==> src/rtl/data_in.sv <==
// Input deserializer: packs four 64-bit IO beats (MSB beat first) into a 255-bit operand for the EC core.
// Optional framing check on beat 0, bit 63 is built when DATAIN_FRAME_CHECK_EN is defined.
module data_in #(
    parameter int unsigned WORDS_PER_JOB = 3
) (
    input  logic         i_clk,
    input  logic         i_rst,
    input  logic         i_in_valid,
    input  logic [63:0]  i_in_data,
    output logic         o_in_ready,
    output logic         o_core_valid,
    output logic [254:0] o_core_data,
    output logic [1:0]   o_core_idx,
    output logic         o_core_last,
    input  logic         i_core_ready,
    output logic         o_err
);

    localparam logic [1:0] LAST_IDX = 2'(WORDS_PER_JOB - 1);

    logic [255:0] asm_q, asm_d;
    logic [1:0]   bcnt_q, bcnt_d;
    logic         asm_full_q, asm_full_d;
    logic [254:0] out_q, out_d;
    logic         out_valid_q, out_valid_d;
    logic [1:0]   out_idx_q, out_idx_d;
    logic [1:0]   wcnt_q, wcnt_d;

    logic         in_fire;
    logic         core_fire;
    logic         slot_free;
    logic         load;
    logic [255:0] word;

    assign o_in_ready = !asm_full_q && !i_rst;

    always_comb begin
        in_fire     = i_in_valid && o_in_ready;
        core_fire   = out_valid_q && i_core_ready;
        slot_free   = !out_valid_q || core_fire;
        word        = {asm_q[255:64], i_in_data};
        load        = 1'b0;
        asm_d       = asm_q;
        bcnt_d      = bcnt_q;
        asm_full_d  = asm_full_q;
        out_d       = out_q;
        out_valid_d = out_valid_q;
        out_idx_d   = out_idx_q;
        wcnt_d      = wcnt_q;

        if (in_fire) begin
            bcnt_d = bcnt_q + 2'd1;
            case (bcnt_q)
                2'd0: asm_d[255:192] = i_in_data;
                2'd1: asm_d[191:128] = i_in_data;
                2'd2: asm_d[127:64]  = i_in_data;
                default: begin
                    // Final beat bypasses asm when the output slot frees this cycle.
                    if (slot_free) begin
                        out_d = word[254:0];
                        load  = 1'b1;
                    end else begin
                        asm_d      = word;
                        asm_full_d = 1'b1;
                    end
                end
            endcase
        end

        // asm_full blocks in_fire, so drain and direct load never coincide.
        if (asm_full_q && slot_free) begin
            out_d      = asm_q[254:0];
            asm_full_d = 1'b0;
            load       = 1'b1;
        end

        if (load) begin
            out_valid_d = 1'b1;
            out_idx_d   = wcnt_q;
            wcnt_d      = (wcnt_q == LAST_IDX) ? 2'd0 : wcnt_q + 2'd1;
        end else if (core_fire) begin
            out_valid_d = 1'b0;
        end
    end

    always_ff @(posedge i_clk) begin
        if (i_rst) begin
            asm_q       <= '0;
            bcnt_q      <= '0;
            asm_full_q  <= 1'b0;
            out_q       <= '0;
            out_valid_q <= 1'b0;
            out_idx_q   <= '0;
            wcnt_q      <= '0;
        end else begin
            asm_q       <= asm_d;
            bcnt_q      <= bcnt_d;
            asm_full_q  <= asm_full_d;
            out_q       <= out_d;
            out_valid_q <= out_valid_d;
            out_idx_q   <= out_idx_d;
            wcnt_q      <= wcnt_d;
        end
    end

    assign o_core_valid = out_valid_q;
    assign o_core_data  = out_q;
    assign o_core_idx   = out_idx_q;
    assign o_core_last  = (out_idx_q == LAST_IDX);

`ifdef DATAIN_FRAME_CHECK_EN
    logic err_q, err_d;

    always_comb begin
        err_d = err_q || (in_fire && (bcnt_q == 2'd0) && i_in_data[63]);
    end

    always_ff @(posedge i_clk) begin
        if (i_rst) begin
            err_q <= 1'b0;
        end else begin
            err_q <= err_d;
        end
    end

    assign o_err = err_q;
`else
    assign o_err = 1'b0;
`endif

endmodule

==> config.mk <==
export PLATFORM = sky130hd
export DESIGN_NAME = data_in
export DESIGN_NICKNAME = d
export VERILOG_FILES = /design/src/rtl/data_in.sv
export SDC_FILE = /design/constraint.sdc
export NUM_CORES = 1
export LEC_CHECK = 0
export BUFFER_PORTS_ARGS = -buffer_cell sky130_fd_sc_hd__buf_4
export CORE_MARGIN = 1.5
export CORE_UTILIZATION = 55
export DETAILED_ROUTE_END_ITERATION = 8
export PLACE_DENSITY = 0.76
export SLEW_MARGIN = 20
export SYNTH_ARGS = -nofsm -noshare
export SYNTH_HDL_FRONTEND = slang
export SYNTH_SLANG_ARGS = --single-unit
export TNS_END_PERCENT = 20
==> constraint.sdc <==
create_clock -name i_clk -period 2.35 [get_ports i_clk]
set_clock_uncertainty 0.15 [all_clocks]
set_input_delay 0.47 -clock i_clk [delete_from_list [all_inputs] [get_ports i_clk]]
set_output_delay 0.47 -clock i_clk [all_outputs]
set_load 0.005 [all_outputs]
---- Yosys cells after proc, flatten, opt, wreduce, memory -nomap -nowiden ----
Index checks and enable logic that the tools add are counted.
storage, ports and cells
  memory bits (read-only) ................. 0
  output and inout bits ................... 261
  memory bits (writable) .................. 0
  register bits after elaboration ......... 518
  logic and storage cells ................. 58
  bits in latches ......................... 0
  memories ................................ 0
operators by class
  add/sub/neg operators ................... 2
  order comparisons ....................... 0
  bitwise logic cells ..................... 5
  multiply operators ...................... 0
  reduce and logical (&&, ||, !) cells .... 22
  equality and inequality tests ........... 5
  muxes and demuxes ....................... 14
  div/mod/pow operators ................... 0
  shift operators ......................... 0
operator list
  kind                                                             count
  255-bit two-way mux                                              4
  64-bit one-hot mux with 2 select lines                           2
  63-bit one-hot mux with 2 select lines                           1
  3-bit AND reduction                                              5
  2-bit OR reduction                                               4
  2-bit == test, second input constant                             3
  1-bit two-way mux                                                6
  2-bit nonzero test                                               3
  1-bit NOT                                                        5
  2-bit by 1-bit adder with 2-bit output, second input constant    2
  1-bit logical AND                                                4
  1-bit zero test                                                  3
  3-bit OR reduction                                               1
  2-bit by 1-bit == test with 1-bit output, second input constant  1
  2-bit zero test                                                  1
  2-bit two-way mux                                                1
  2-bit by 1-bit != test with 1-bit output, second input constant  1
  1-bit logical OR                                                 1

---- Longest topological paths before layout ----
Gate-level depths: netlist of run 1.
  depth in word-level cells ............... 7
  depth in mapped cells ................... 8
  mapped depth without buffers ............ 5

---- Worst setup path before layout of run 1 ----
No wires, ideal clock.
  path type ............................... input to register
  start ................................... input i_rst
  end ..................................... register out_q[134], in the netlist o_core_data[134]
  stages .................................. 8
  buffers on the path ..................... 4
  setup slack ............................. 0.492 ns
  arrival ................................. 1.638 ns
  data required time ...................... 2.130 ns
  library setup time ...................... 0.070 ns
  cells stage by stage .................... buf_4 -> and3b_1 -> o21a_1 -> buf_2 -> buf_2 -> buf_2 -> nand2_1 -> a21oi_1
on the way
  longest elaborated chain between the ends .. 5
ends and longest elaborated chain
  item                           RTL line  text
  start, declared                7         input logic i_rst,
  1-bit zero test                35        assign o_in_ready = !asm_full_q && !i_rst;
  1-bit logical AND              35
  1-bit logical AND              38        in_fire = i_in_valid && o_in_ready;
  2-bit nonzero test (no line)   -
  3-bit AND reduction (no line)  -
  end signal, assigned           99        out_q <= out_d;
  end, declared                  24        logic [254:0] out_q, out_d;
Parallel ways exist; a longest one is shown, timed or not.
A chain may end at the register's enable or synchronous reset.

---- Worst setup path after layout of run 1 ----
  start ................................... register bcnt_q[0]
  end ..................................... register out_q[15], in the netlist o_core_data[15]
on the way
  longest elaborated chain between the ends .. 4
  elaborated cells on any way between the ends .. 6
  those cells by class .................... 3 x eq/ne; 3 x reduce/logical
ends and longest elaborated chain
  item                                                              RTL line  text
  start, declared                                                   22        logic [1:0] bcnt_q, bcnt_d;
  start signal, assigned                                            97        bcnt_q <= bcnt_d;
  2-bit by 1-bit == test with 1-bit output (tied with other cells)  53        case (bcnt_q)
  3-bit OR reduction (no line) (*)                                  -
  2-bit by 1-bit != test with 1-bit output (no line) (*)            -
  3-bit AND reduction (no line) (*)                                 -
Every way passes the cells marked *; elsewhere a longest branch is shown, timed or not.

==> summary.md, run 1 <==
| Metric | Value |
|---|---|
| Pre-CTS setup slack | `0.231 ns` |
| Utilization after layout | `69.8%` |
| Die ar. | `0.0345 sq mm` |
| CTS tree | `yes` |
| Final Hold Viols | `0` |
| P_leak | `8.55 nW` |
| HPWL after detailed placement | `around 32 mm` |
| Post-route minimum period | `2.14 ns` |
| CP startpoint kind | `register` |
| Placed cells | `2,967` |
| Total Routing Usage GR | `29.0%` |
| Share of layout cells above drive strength 1 | `17.5%` |
| TNS Setup | `0 ns` |
| Synthesized cell area | `about 0.018 sq mm` |
| Sinks on Clock Net | `518` |
| CP Capture Type | `register` |
| Yosys reg bits | `518` |
| Non-Filler Instances | `3,057` |
| Status | `finished, final reports clean` |
| DR WL/cell | `16.7 microns` |
| Post-synth ARST share | `0%` |
| Largest net degree at the start of global routing | `210` |
| Final worst path period share | `91.1%` |
| Via density | `5.46` |
| R2R depth | `7` |
| Cell taking the most area after synthesis | `dfxtp_1` |
| Via count | `16,700` |
| Cell area after layout | `0.0228 sq mm` |
| Clk Latency, worst-skew pair | `0.55 ns` |
| DRC Markers | `0` |
| Max IR drop VDD | `0.000668 V` |
| Gr ovfl total | `0` |
| Routed Antenna Nets | `0` |
| Vias in the first global route | `15,800` |
| Final #Nets | `2,649` |
| Final slew viol count | `0` |
| Die Span Y | `186 microns` |
| Synth cell types | `24` |
| Starting Density | `a little under three fifths` |
| HP Class | `in2reg` |
| Final setup fails | `0` |
| Warnings, synthesis | `0` |
| F_max | `0.467 GHz` |
| Placed Area | `0.0212 sq mm` |
| Placement row count | `66` |
| IO Count | `329` |
| Synth Instances | `2,341` |
| Unrepaired setup endpoints after global routing | `false` |
| Number of port buffers | `327` |
| DRT Pass-1 Iters | `5` |
| MaxCap Viol Count | `0` |
| First-pass GRT wire length | `80.3 mm` |
| Chip width | `roughly 190 microns` |
| Initial DRC Count | `1,437` |
| Worst-path clk slew | `0.06 ns` |
| Synth-to-Final Area Change | `24.3%` |
| Initial antenna violation count | `1` |
| Worst hold margin | `0.0244 ns` |
| Worst Path Required | `2.64 ns` |
| Final setup margin | `0.210 ns` |
| Resize count post-CTS | `0` |
| Hold buffers post-CTS | `0` |
| Synth area leaders | `dfxtp_1 56%, nand2_1 20%, a21oi_1 14%` |
| Routability Congestion | `0.804` |
| Core box area | `0.0327 sq mm` |
| WL final | `roughly 51 mm` |
| Critical path arrival | `2.44 ns` |
| Hold Path Depth | `2` |
| Seq/Total Area, Yosys | `56.5%` |
| Clk root buf | `clkbuf_16` |
| Post-synth EDFFs | `0` |
| Pwr Density | `777 mW/mm^2` |
| Total CTS buffers | `50` |
| Predominant post-synthesis flop cell | `dfxtp_1` |
| # Post-CTS Setup Buffers | `0` |
| Post-synth top area share | `between 50% and 60%` |
| Crit path kind | `reg2reg` |
| Htree depth | `2` |
| Syn Area/Cell | `around 7.8 sq um` |
| Total power | `~18 mW` |
| Longest Clk Path Bufs | `3` |
| Max-Slew Margin vs Limit | `40.0%` |
| Net Count, Synth | `around 2,400` |
| Slew @ Worst Pin | `~0.9 ns` |
| Worst-path maximum fanout | `30` |
-- sequential cells by signal, summed over array words and instances, names as in the netlist --
register      cells
o_core_valid      1
asm_q           255
wcnt_q            2
o_core_idx        2
bcnt_q            2
o_core_data     255
asm_full_q        1
-- where the power goes --
group	internal [mW]	leakage, nW	switching [mW]	total (mW)
combinational	0.237	3.55	0.494	0.731
clock	4.74	0.824	3.29	8.03
sequential	8.90	4.18	0.0620	8.96
total	13.9	8.55	3.85	17.7
-- final timing paths --
| kind | startpoint | to | slack [ns] |
|---|---|---|---|
| max | bcnt_q[0]$_SDFFE_PP0P_ | o_core_data[15]$_SDFFE_PP0P_ | 0.21 |
| min | i_rst | bcnt_q[0]$_SDFFE_PP0P_ | 0.02 |
| max reg2reg | bcnt_q[0]$_SDFFE_PP0P_ | o_core_data[15]$_SDFFE_PP0P_ | 0.21 |
| min reg2reg | asm_q[85]$_SDFFE_PP0P_ | o_core_data[85]$_SDFFE_PP0P_ | 0.30 |
-- critical path: stages, from the launching register on --
cell and delay, ns:
dfxtp_1 0.34, ha_1 0.25, and3b_1 0.24, o21ai_4 0.26, buf_12 0.23, buf_12 0.20
a21oi_1 0.06, a211oi_1 0.29
-- cell type report --
class	instances	area (sq um)
multi-input cells	1638	7170
well taps	442	553
inverters	2	7.51
repair buffers	367	3060
diodes	1	2.50
fillers	2680	9880
clock inverters	13	144
clock buffers	76	1510
flip-flops and latches	518	10400
-- layer usage --
| layer | vias up | GRT usage [%] | wire, microns |
|---|---|---|---|
| met5 | - | 0 | 0 |
| met4 | 0 | 11.0 | 1520 |
| met3 | 105 | 4.21 | 4030 |
| met2 | 669 | 47.6 | 24100 |
| met1 | 7871 | 38.8 | 21500 |
| li1 | 8055 | - | - |
-- cell usage in the layout (no fill, tap or decap) --
master,count
and3_2,1
nand2_2,4
conb_1,1
buf_4,342
nor3_1,1
and2_2,4
buf_8,1
buf_12,24
nor2b_1,3
o21ai_4,1
nand3b_1,1
o21a_4,1
bufinv_16,3
nor3b_4,1
ha_1,4
inv_1,2
clkbuf_1,11
clkbuf_8,14
clkbuf_16,51
nor2_1,68
xnor2_1,1
diode_2,1
nand3_2,1
a211oi_1,64
nand2_1,962
nand2b_1,1
inv_6,1
and3b_1,1
a21oi_1,517
clkinv_2,9
or3_1,1
dfxtp_1,518
-- kinds of logic after synthesis --
| logic type | after synthesis | share of synthesized area (%) |
|---|---|---|
| XOR/XNOR | 1 | 0.0477 |
| flip-flops | 518 | 56.5 |
| buffers and inverters | 185 | 4.59 |
| AND/OR/NAND/NOR | 1049 | 21.7 |
| adder cells (fa/ha/maj) | 4 | 0.273 |
| other | 1 | 0.0204 |
| AO/OA/AOI/OAI | 583 | 16.8 |
-- cells in the mapped netlist (2+ instances only) --
cell      number
nor2_1        68
buf_2         68
nand2_1      966
clkbuf_1      98
inv_1          2
buf_4         17
dfxtp_1      518
a211oi_1      64
nor2b_1        3
ha_1           4
and2_1         4
a21oi_1      517
No activity file was read; power rests on OpenSTA's default activity.
==> inputs of run 2 (changes only) <==
--- a/config.mk
+++ b/config.mk
@@ -6,9 +6,9 @@
 export NUM_CORES = 1
 export LEC_CHECK = 0
 export BUFFER_PORTS_ARGS = -buffer_cell sky130_fd_sc_hd__buf_4
-export CORE_MARGIN = 1.5
 export CORE_UTILIZATION = 55
 export DETAILED_ROUTE_END_ITERATION = 8
+export GPL_ROUTABILITY_DRIVEN = 0
 export PLACE_DENSITY = 0.76
 export SLEW_MARGIN = 20
 export SYNTH_ARGS = -nofsm -noshare
==> constraint.sdc (replaced) <==
create_clock -name i_clk -period 2.4 [get_ports i_clk]
set_clock_uncertainty 0.15 [all_clocks]
set_input_delay 0.48 -clock i_clk [delete_from_list [all_inputs] [get_ports i_clk]]
set_output_delay 0.48 -clock i_clk [all_outputs]
set_load 0.005 [all_outputs]
==> run 2 against run 1 <==
Routed wire length up 0.89%. Clock-buffer cell count increased by 1. Maximum frequency fell by 5.4%. Highest routed layer unchanged. Critical path depth fell by 1. Sequential power decreased by 2%. Largest cell class unchanged. Critical path type unchanged. Core utilization is 0.29 points higher. First-iteration DRC count rose by 13%. Design area is 0.41% higher. Largest power group unchanged. Clock power increased by 2%. Sequential cell count is the same. Register-to-register slack worse by 0.07 ns.
==> summary.md, run 2 (synthesized netlist as in run 1, its figures left out) <==
| Metric | Value |
|---|---|
| Clk Latency, worst-skew pair | `0.55 ns (about the same)` |
| Total power | `17.7 mW (about the same)` |
| Reg power frac | `49.7% (was 50.5%)` |
| Starting Density | `56.1% (unchanged)` |
| Final slew viol count | `0 (unchanged)` |
| HP Class | `in2reg (unchanged)` |
| CP max stage delay | `0.44 ns (was 0.34 ns)` |
| Longest Clk Path Bufs | `3 (unchanged)` |
| Pwr Density | `771 mW/mm^2 (was 777 mW/mm^2)` |
| Resize count post-CTS | `0 (unchanged)` |
| Worst-path maximum fanout | `39 (was 30)` |
| Core box area | `0.0327 sq mm (unchanged)` |
| WL final | `51.6 mm (was 51.1 mm)` |
| Crit Reg-Reg Startpoint | `bcnt_q[0]$_SDFFE_PP0P_ (unchanged)` |
| DRT Pass-1 Iters | `5 (unchanged)` |
| CP max-delay cell | `buf_4 (was dfxtp_1)` |
| Htree depth | `2 (unchanged)` |
| Slew @ Worst Pin | `0.912 ns (was 0.901 ns)` |
| Internal | `13.9 mW (about the same)` |
| IO Count | `329 (unchanged)` |
| Share of layout cells above drive strength 1 | `17.5% (about the same)` |
| TNS Setup | `0 ns (unchanged)` |
| Switching portion of total power | `21.3% (was 21.7%)` |
| # diodes | `0 (was 1)` |
| Max-Slew Margin vs Limit | `39.2% (was 40.0%)` |
| Max IR drop VDD | `0.000585 V (was 0.000668 V)` |
| Clk root buf | `clkbuf_16 (unchanged)` |
| Delay-heaviest family, CP | `compound AO/OA/AOI/OAI gates (unchanged)` |
| Routed Antenna Nets | `0 (unchanged)` |
| Crit path kind | `reg2reg (unchanged)` |
| F_max | `0.442 GHz (was 0.467 GHz)` |
| Post-route minimum period | `2.26 ns (was 2.14 ns)` |
| Buf/Inv on CP | `1 (was 2)` |
| DRC Markers | `0 (unchanged)` |
| Placed Area | `0.0211 sq mm (was 0.0212 sq mm)` |
| Initial DRC Count | `1,618 (was 1,437)` |
| DR WL/cell | `16.9 microns (was 16.7 microns)` |
| P_leak | `8.59 nW (was 8.55 nW)` |
| Final worst path period share | `94.3% (was 91.1%)` |
| Commonest non-fill, non-tap cells in the layout | `962 x nand2_1, 518 x dfxtp_1, 517 x a21oi_1 (unchanged)` |
| CP cell instances | `ha_1 -> and3b_1 -> o21ai_4 -> buf_4 -> a21oi_1 -> a211oi_1 (was ha_1 -> and3b_1 -> o21ai_4 -> buf_12 -> buf_12 -> a21oi_1 -> a211oi_1)` |
| Gr ovfl total | `0 (unchanged)` |
| Placed cells | `2,963 (was 2,967)` |
| First-pass GRT wire length | `80.7 mm (was 80.3 mm)` |
| Unrepaired setup endpoints after global routing | `false (unchanged)` |
| Min-delay src | `i_in_data[63] (was i_rst)` |
| Critical path arrival | `2.56 ns (was 2.44 ns)` |
| Worst-path clk slew | `0.06 ns (about the same)` |
| Synth-to-Final Area Change | `24.8% (was 24.3%)` |
| Combinational fraction of design power | `4.1% (about the same)` |
| Via density | `5.48 (was 5.46)` |
| Via count | `16,800 (was 16,700)` |
| Placement row count | `66 (unchanged)` |
| CP Capture Type | `register (unchanged)` |
| Non-Filler Instances | `3,058 (was 3,057)` |
| Clock network power share | `46.3% (was 45.3%)` |
| Sinks on Clock Net | `518 (unchanged)` |
| CP startpoint kind | `register (unchanged)` |
| Die ar. | `0.0341 sq mm (was 0.0345 sq mm)` |
| Cell area after layout | `0.0229 sq mm (was 0.0228 sq mm)` |
| Commonest non-fill, non-tap cell in the layout | `nand2_1 (unchanged)` |
| Final setup fails | `0 (unchanged)` |
| Worst Path Required | `2.70 ns (was 2.64 ns)` |
| Die Span Y | `185 microns (was 186 microns)` |
| NetSw | `3.76 mW (was 3.85 mW)` |
| Vias in the first global route | `15,600 (was 15,800)` |
| Initial antenna violation count | `0 (was 1)` |
| CTS tree | `yes (unchanged)` |
| Chip width | `185 microns (was 186 microns)` |
| Setup crit start | `bcnt_q[0]$_SDFFE_PP0P_ (unchanged)` |
| Number of port buffers | `327 (unchanged)` |
| Fill cells | `2,637 (was 2,680)` |
| HPWL after detailed placement | `31.8 mm (was 32.1 mm)` |
| Status | `finished, final reports clean (unchanged)` |
| MaxCap Viol Count | `0 (unchanged)` |
| Total CTS buffers | `50 (unchanged)` |
| Total Routing Usage GR | `29.5% (was 29.0%)` |
| Largest net degree at the start of global routing | `206 (was 210)` |
| Final Hold Viols | `0 (unchanged)` |
| Final #Nets | `2,649 (unchanged)` |
## run 2: changes by cell type in the layout (fill, tap and decap cells not counted), sizes merged
cell / previous run / this run
clkbuf: 76 / 77
diode: 1 / 0
dlygate4sd3: 0 / 2
bufinv: 3 / 5
clkinv: 9 / 8
buf: 367 / 365
## run 2: through the flow
stage               utilization (%)  hold slack [ns]  setup WS (ns)
detailed placement             64.6            0.294          0.203
CTS                            70.0           0.0375          0.110
global route                   70.1           0.0504         0.0461
finish                         70.1           0.0502          0.138
global placement               64.6            0.285          0.275
floorplan                         -            0.282          0.532
## run 2: timing repair
action	CTS	global route
hold buffers	2	0
setup buffers	0	2
endpoints found under the setup margin	0	2
hold endpoints to repair	3	0
## run 2: power by group through the flow
stage                     logic (mW)  clock network, mW  registers [mW]
final                          0.717               8.18            8.77
after detailed placement       0.703                  0            8.96
after global placement         0.691                  0            8.96
after CTS                      0.710               8.26            8.77
after floorplan                0.385                  0            8.94
after global routing           0.779               8.65            8.78
## run 2: path summary, 6_finish.rpt
path	cells past startpoint	to	slack [ns]
setup / recovery	6	o_core_data[1]$_SDFFE_PP0P_	0.14
hold / removal	3	asm_q[127]$_SDFFE_PP0P_	0.05
setup reg to reg	6	o_core_data[1]$_SDFFE_PP0P_	0.14
hold reg to reg	2	o_core_data[202]$_SDFFE_PP0P_	0.30
## run 2: cell type report
| type | count | area, sq um | share of cell area (%) |
|---|---|---|---|
| flip-flops and latches | 518 | 10400 | 45.3 |
| well taps | 442 | 553 | 2.41 |
| repair buffers | 367 | 3070 | 13.4 |
| inverters | 2 | 7.51 | 0.0328 |
| clock inverters | 14 | 199 | 0.868 |
| clock buffers | 77 | 1550 | 6.75 |
| multi-input cells | 1638 | 7170 | 31.3 |
## run 2: layer usage
layer / track usage, % / part of all wire [%] / vias up
li1: - / - / 8054
met1: 39.3 / 42 / 7861
met2: 48.0 / 47 / 724
met3: 4.21 / 7.9 / 128
met4: 12.2 / 3.4 / 0
met5: 0 / 0 / -
## run 2: worst reg2reg max path: stages (launching register included)
cell      delay, ns
dfxtp_1        0.36
ha_1           0.27
and3b_1        0.24
o21ai_4        0.26
buf_4          0.44
a21oi_1        0.12
a211oi_1       0.30
==> inputs of run 3 (changes only) <==
--- a/config.mk
+++ b/config.mk
@@ -6,10 +6,11 @@
 export NUM_CORES = 1
 export LEC_CHECK = 0
 export BUFFER_PORTS_ARGS = -buffer_cell sky130_fd_sc_hd__buf_4
-export CORE_UTILIZATION = 55
+export CORE_UTILIZATION = 50
 export DETAILED_ROUTE_END_ITERATION = 8
 export GPL_ROUTABILITY_DRIVEN = 0
-export PLACE_DENSITY = 0.76
+export MAX_ROUTING_LAYER = met4
+export PLACE_DENSITY = 0.73
 export SLEW_MARGIN = 20
 export SYNTH_ARGS = -nofsm -noshare
 export SYNTH_HDL_FRONTEND = slang
==> constraint.sdc (replaced) <==
create_clock -name i_clk -period 2 [get_ports i_clk]
set_clock_uncertainty 0.15 [all_clocks]
set_input_delay 0.4 -clock i_clk [delete_from_list [all_inputs] [get_ports i_clk]]
set_output_delay 0.4 -clock i_clk [all_outputs]
set_load 0.005 [all_outputs]
==> run 3 against run 2 <==
Design area increased by 4.5%. Clock power is 13% higher. Sequential power increased by 20%. Core utilization shrank 3.2 points. Setup slack worse by 0.090 ns. Die area increased by 9.9%. Total power increased by 18%. Register-to-register slack lost 0.09 ns. First-iteration DRC count decreased by 11%. Combinational power rose by 44%. Critical path depth is 2 higher. Clock-buffer cell count is 4 higher. Highest routed layer unchanged.
==> summary.md, run 3 (synthesized netlist as in run 1, its figures left out) <==
| Metric | Value |
|---|---|
| HP Class | `in2reg (unchanged)` |
| NetSw | `4.60 mW (was 3.76 mW)` |
| IO Count | `329 (unchanged)` |
| First-pass GRT wire length | `84.1 mm (was 80.7 mm)` |
| Worst Path Required | `2.34 ns (was 2.70 ns)` |
| DR WL/cell | `16.8 microns (was 16.9 microns)` |
| Total CTS buffers | `51 (was 50)` |
| Slew @ Worst Pin | `0.965 ns (was 0.912 ns)` |
| Unrepaired setup endpoints after global routing | `true (was false)` |
| Post-route minimum period | `1.95 ns (was 2.26 ns)` |
| Worst hold margin | `0.0358 ns (was 0.0502 ns)` |
| Commonest non-fill, non-tap cell in the layout | `nand2_1 (unchanged)` |
| P_leak | `9.06 nW (was 8.59 nW)` |
| Chip width | `194 microns (was 185 microns)` |
| Commonest non-fill, non-tap cells in the layout | `962 x nand2_1, 516 x dfxtp_1, 515 x a21oi_1 (was 962 x nand2_1, 518 x dfxtp_1, 517 x a21oi_1)` |
| WL final | `53.2 mm (was 51.6 mm)` |
| Reg power frac | `50.6% (was 49.7%)` |
| Via count | `17,100 (was 16,800)` |
| Number of port buffers | `327 (unchanged)` |
| Non-Filler Instances | `3,173 (was 3,058)` |
| # diodes | `0 (unchanged)` |
| DRC Markers | `0 (unchanged)` |
| Crit path kind | `reg2reg (unchanged)` |
| Final setup fails | `0 (unchanged)` |
| Buf/Inv on CP | `3 (was 1)` |
| Worst-path maximum fanout | `36 (was 39)` |
| Switching portion of total power | `22.1% (was 21.3%)` |
| Clk Latency, worst-skew pair | `0.58 ns (was 0.55 ns)` |
| Placement row count | `69 (was 66)` |
| Critical path arrival | `2.30 ns (was 2.56 ns)` |
| Max-Slew Margin vs Limit | `35.7% (was 39.2%)` |
| Final worst path period share | `97.6% (was 94.3%)` |
| Total power | `20.8 mW (was 17.7 mW)` |
| Die ar. | `0.0375 sq mm (was 0.0341 sq mm)` |
| Total Routing Usage GR | `28.4% (was 29.5%)` |
| TNS Setup | `0 ns (unchanged)` |
| CTS tree | `yes (unchanged)` |
| Worst-path clk slew | `0.06 ns (about the same)` |
| CP max-delay cell | `or3_4 (was buf_4)` |
| Htree depth | `2 (unchanged)` |
| Pwr Density | `868 mW/mm^2 (was 771 mW/mm^2)` |
| Gr ovfl total | `0 (unchanged)` |
| Initial antenna violation count | `0 (unchanged)` |
| Sinks on Clock Net | `518 (unchanged)` |
| Via density | `5.40 (was 5.48)` |
| MaxCap Viol Count | `0 (unchanged)` |
| Starting Density | `51.2% (was 56.1%)` |
| Utilization after layout | `66.8% (was 70.1%)` |
| Final slew viol count | `0 (unchanged)` |
| Internal | `16.2 mW (was 13.9 mW)` |
| Clk root buf | `clkbuf_16 (unchanged)` |
| Combinational fraction of design power | `4.9% (was 4.1%)` |
| Die Span Y | `194 microns (was 185 microns)` |
| Longest Clk Path Bufs | `3 (unchanged)` |
| Final Hold Viols | `0 (unchanged)` |
| HPWL after detailed placement | `33.3 mm (was 31.8 mm)` |
| Final #Nets | `2,744 (was 2,649)` |
| F_max | `0.512 GHz (was 0.442 GHz)` |
| Crit Reg-Reg Startpoint | `bcnt_q[0]$_SDFFE_PP0P_ (unchanged)` |
| Min-delay src | `i_in_valid (was i_in_data[63])` |
| Delay-heaviest family, CP | `simple AND/OR/NAND/NOR gates (was compound AO/OA/AOI/OAI gates)` |
| CP Capture Type | `register (unchanged)` |
| Placed cells | `3,009 (was 2,963)` |
| CP cell instances | `ha_1 -> and3b_2 -> o21ai_4 -> buf_12 -> buf_4 -> buf_12 -> or3_4 -> a21oi_2 (was ha_1 -> and3b_1 -> o21ai_4 -> buf_4 -> a21oi_1 -> a211oi_1)` |
| Core box area | `0.0358 sq mm (was 0.0327 sq mm)` |
| Routed Antenna Nets | `0 (unchanged)` |
| Largest net degree at the start of global routing | `197 (was 206)` |
| Setup crit start | `bcnt_q[0]$_SDFFE_PP0P_ (unchanged)` |
| CP startpoint kind | `register (unchanged)` |
| Status | `finished, final reports clean (unchanged)` |
| DRT Pass-1 Iters | `5 (unchanged)` |
| Cell mode on critical path | `buf_12` |
| Clock network power share | `44.4% (was 46.3%)` |
| CP max stage delay | `0.34 ns (was 0.44 ns)` |
| Max IR drop VDD | `0.000649 V (was 0.000585 V)` |
| Share of layout cells above drive strength 1 | `18.3% (was 17.5%)` |
| Synth-to-Final Area Change | `30.5% (was 24.8%)` |
| Initial DRC Count | `1,441 (was 1,618)` |
| Vias in the first global route | `15,900 (was 15,600)` |
-- run 3: worst paths after layout --
| path | slack [ns] | to | cells after the start |
|---|---|---|---|
| max | 0.05 | wcnt_q[0]$_SDFFE_PP0P_ | 8 |
| max reg2reg | 0.05 | wcnt_q[0]$_SDFFE_PP0P_ | 8 |
| min reg2reg | 0.29 | o_core_data[65]$_SDFFE_PP0P_ | 2 |
| min | 0.04 | asm_full_q$_SDFFE_PP0P_ | 3 |
-- run 3: power groups by stage --
stage | Sequential, mW | Clock, mW | Combinational (mW)
2_1_floorplan | 10.7 | 0 | 0.462
3_3_place_gp | 10.7 | 0 | 0.881
3_5_place_dp | 10.8 | 0 | 0.897
4_1_cts | 10.5 | 9.38 | 1.00
5_1_grt | 10.5 | 9.85 | 1.11
6_report | 10.5 | 9.23 | 1.03
-- run 3: through the flow --
stage	instance area [sq um]	setup slack (ns)
2_1_floorplan	18400	0.212
3_3_place_gp	21500	0.0580
3_5_place_dp	21500	0.00656
4_1_cts	23800	0.0258
5_1_grt	23900	-0.0231
6_report	23900	0.0477
-- run 3: layer usage --
| layer | wire [microns] | track usage, % | vias to the layer above |
|---|---|---|---|
| li1 | - | - | 8261 |
| met1 | 22600 | 36.3 | 8127 |
| met2 | 25500 | 45.7 | 652 |
| met3 | 3690 | 4.13 | 93 |
| met4 | 1420 | 10.3 | 0 |
| met5 | 0 | - | - |
-- run 3: area by class of cell --
cell class | count | area, sq um
fillers | 2889 | 11900
flip-flops and latches | 518 | 10400
multi-input cells | 1638 | 7200
repair buffers | 461 | 4170
clock buffers | 81 | 1560
well taps | 461 | 577
clock inverters | 12 | 63.8
inverters | 2 | 7.51
-- run 3: worst reg2reg max path, delay by kind of cell, from the launching register on --
kind | cells | cell delay, ns
AOI/OAI and AO/OA | 2 | 0.19
adders and majority gates | 1 | 0.16
buffers and inverters | 3 | 0.46
DFF | 1 | 0.33
and+or+nand+nor | 2 | 0.59
-- run 3: repair_timing --
action / CTS / global route
setup buffers: 0 / 4
hold buffers: 65 / 0
endpoints found under the hold margin: 309 / 0
cloned: 0 / 2
pin swaps: 0 / 3
gates resized for setup: 1 / 11
endpoints found under the setup margin: 1 / 216
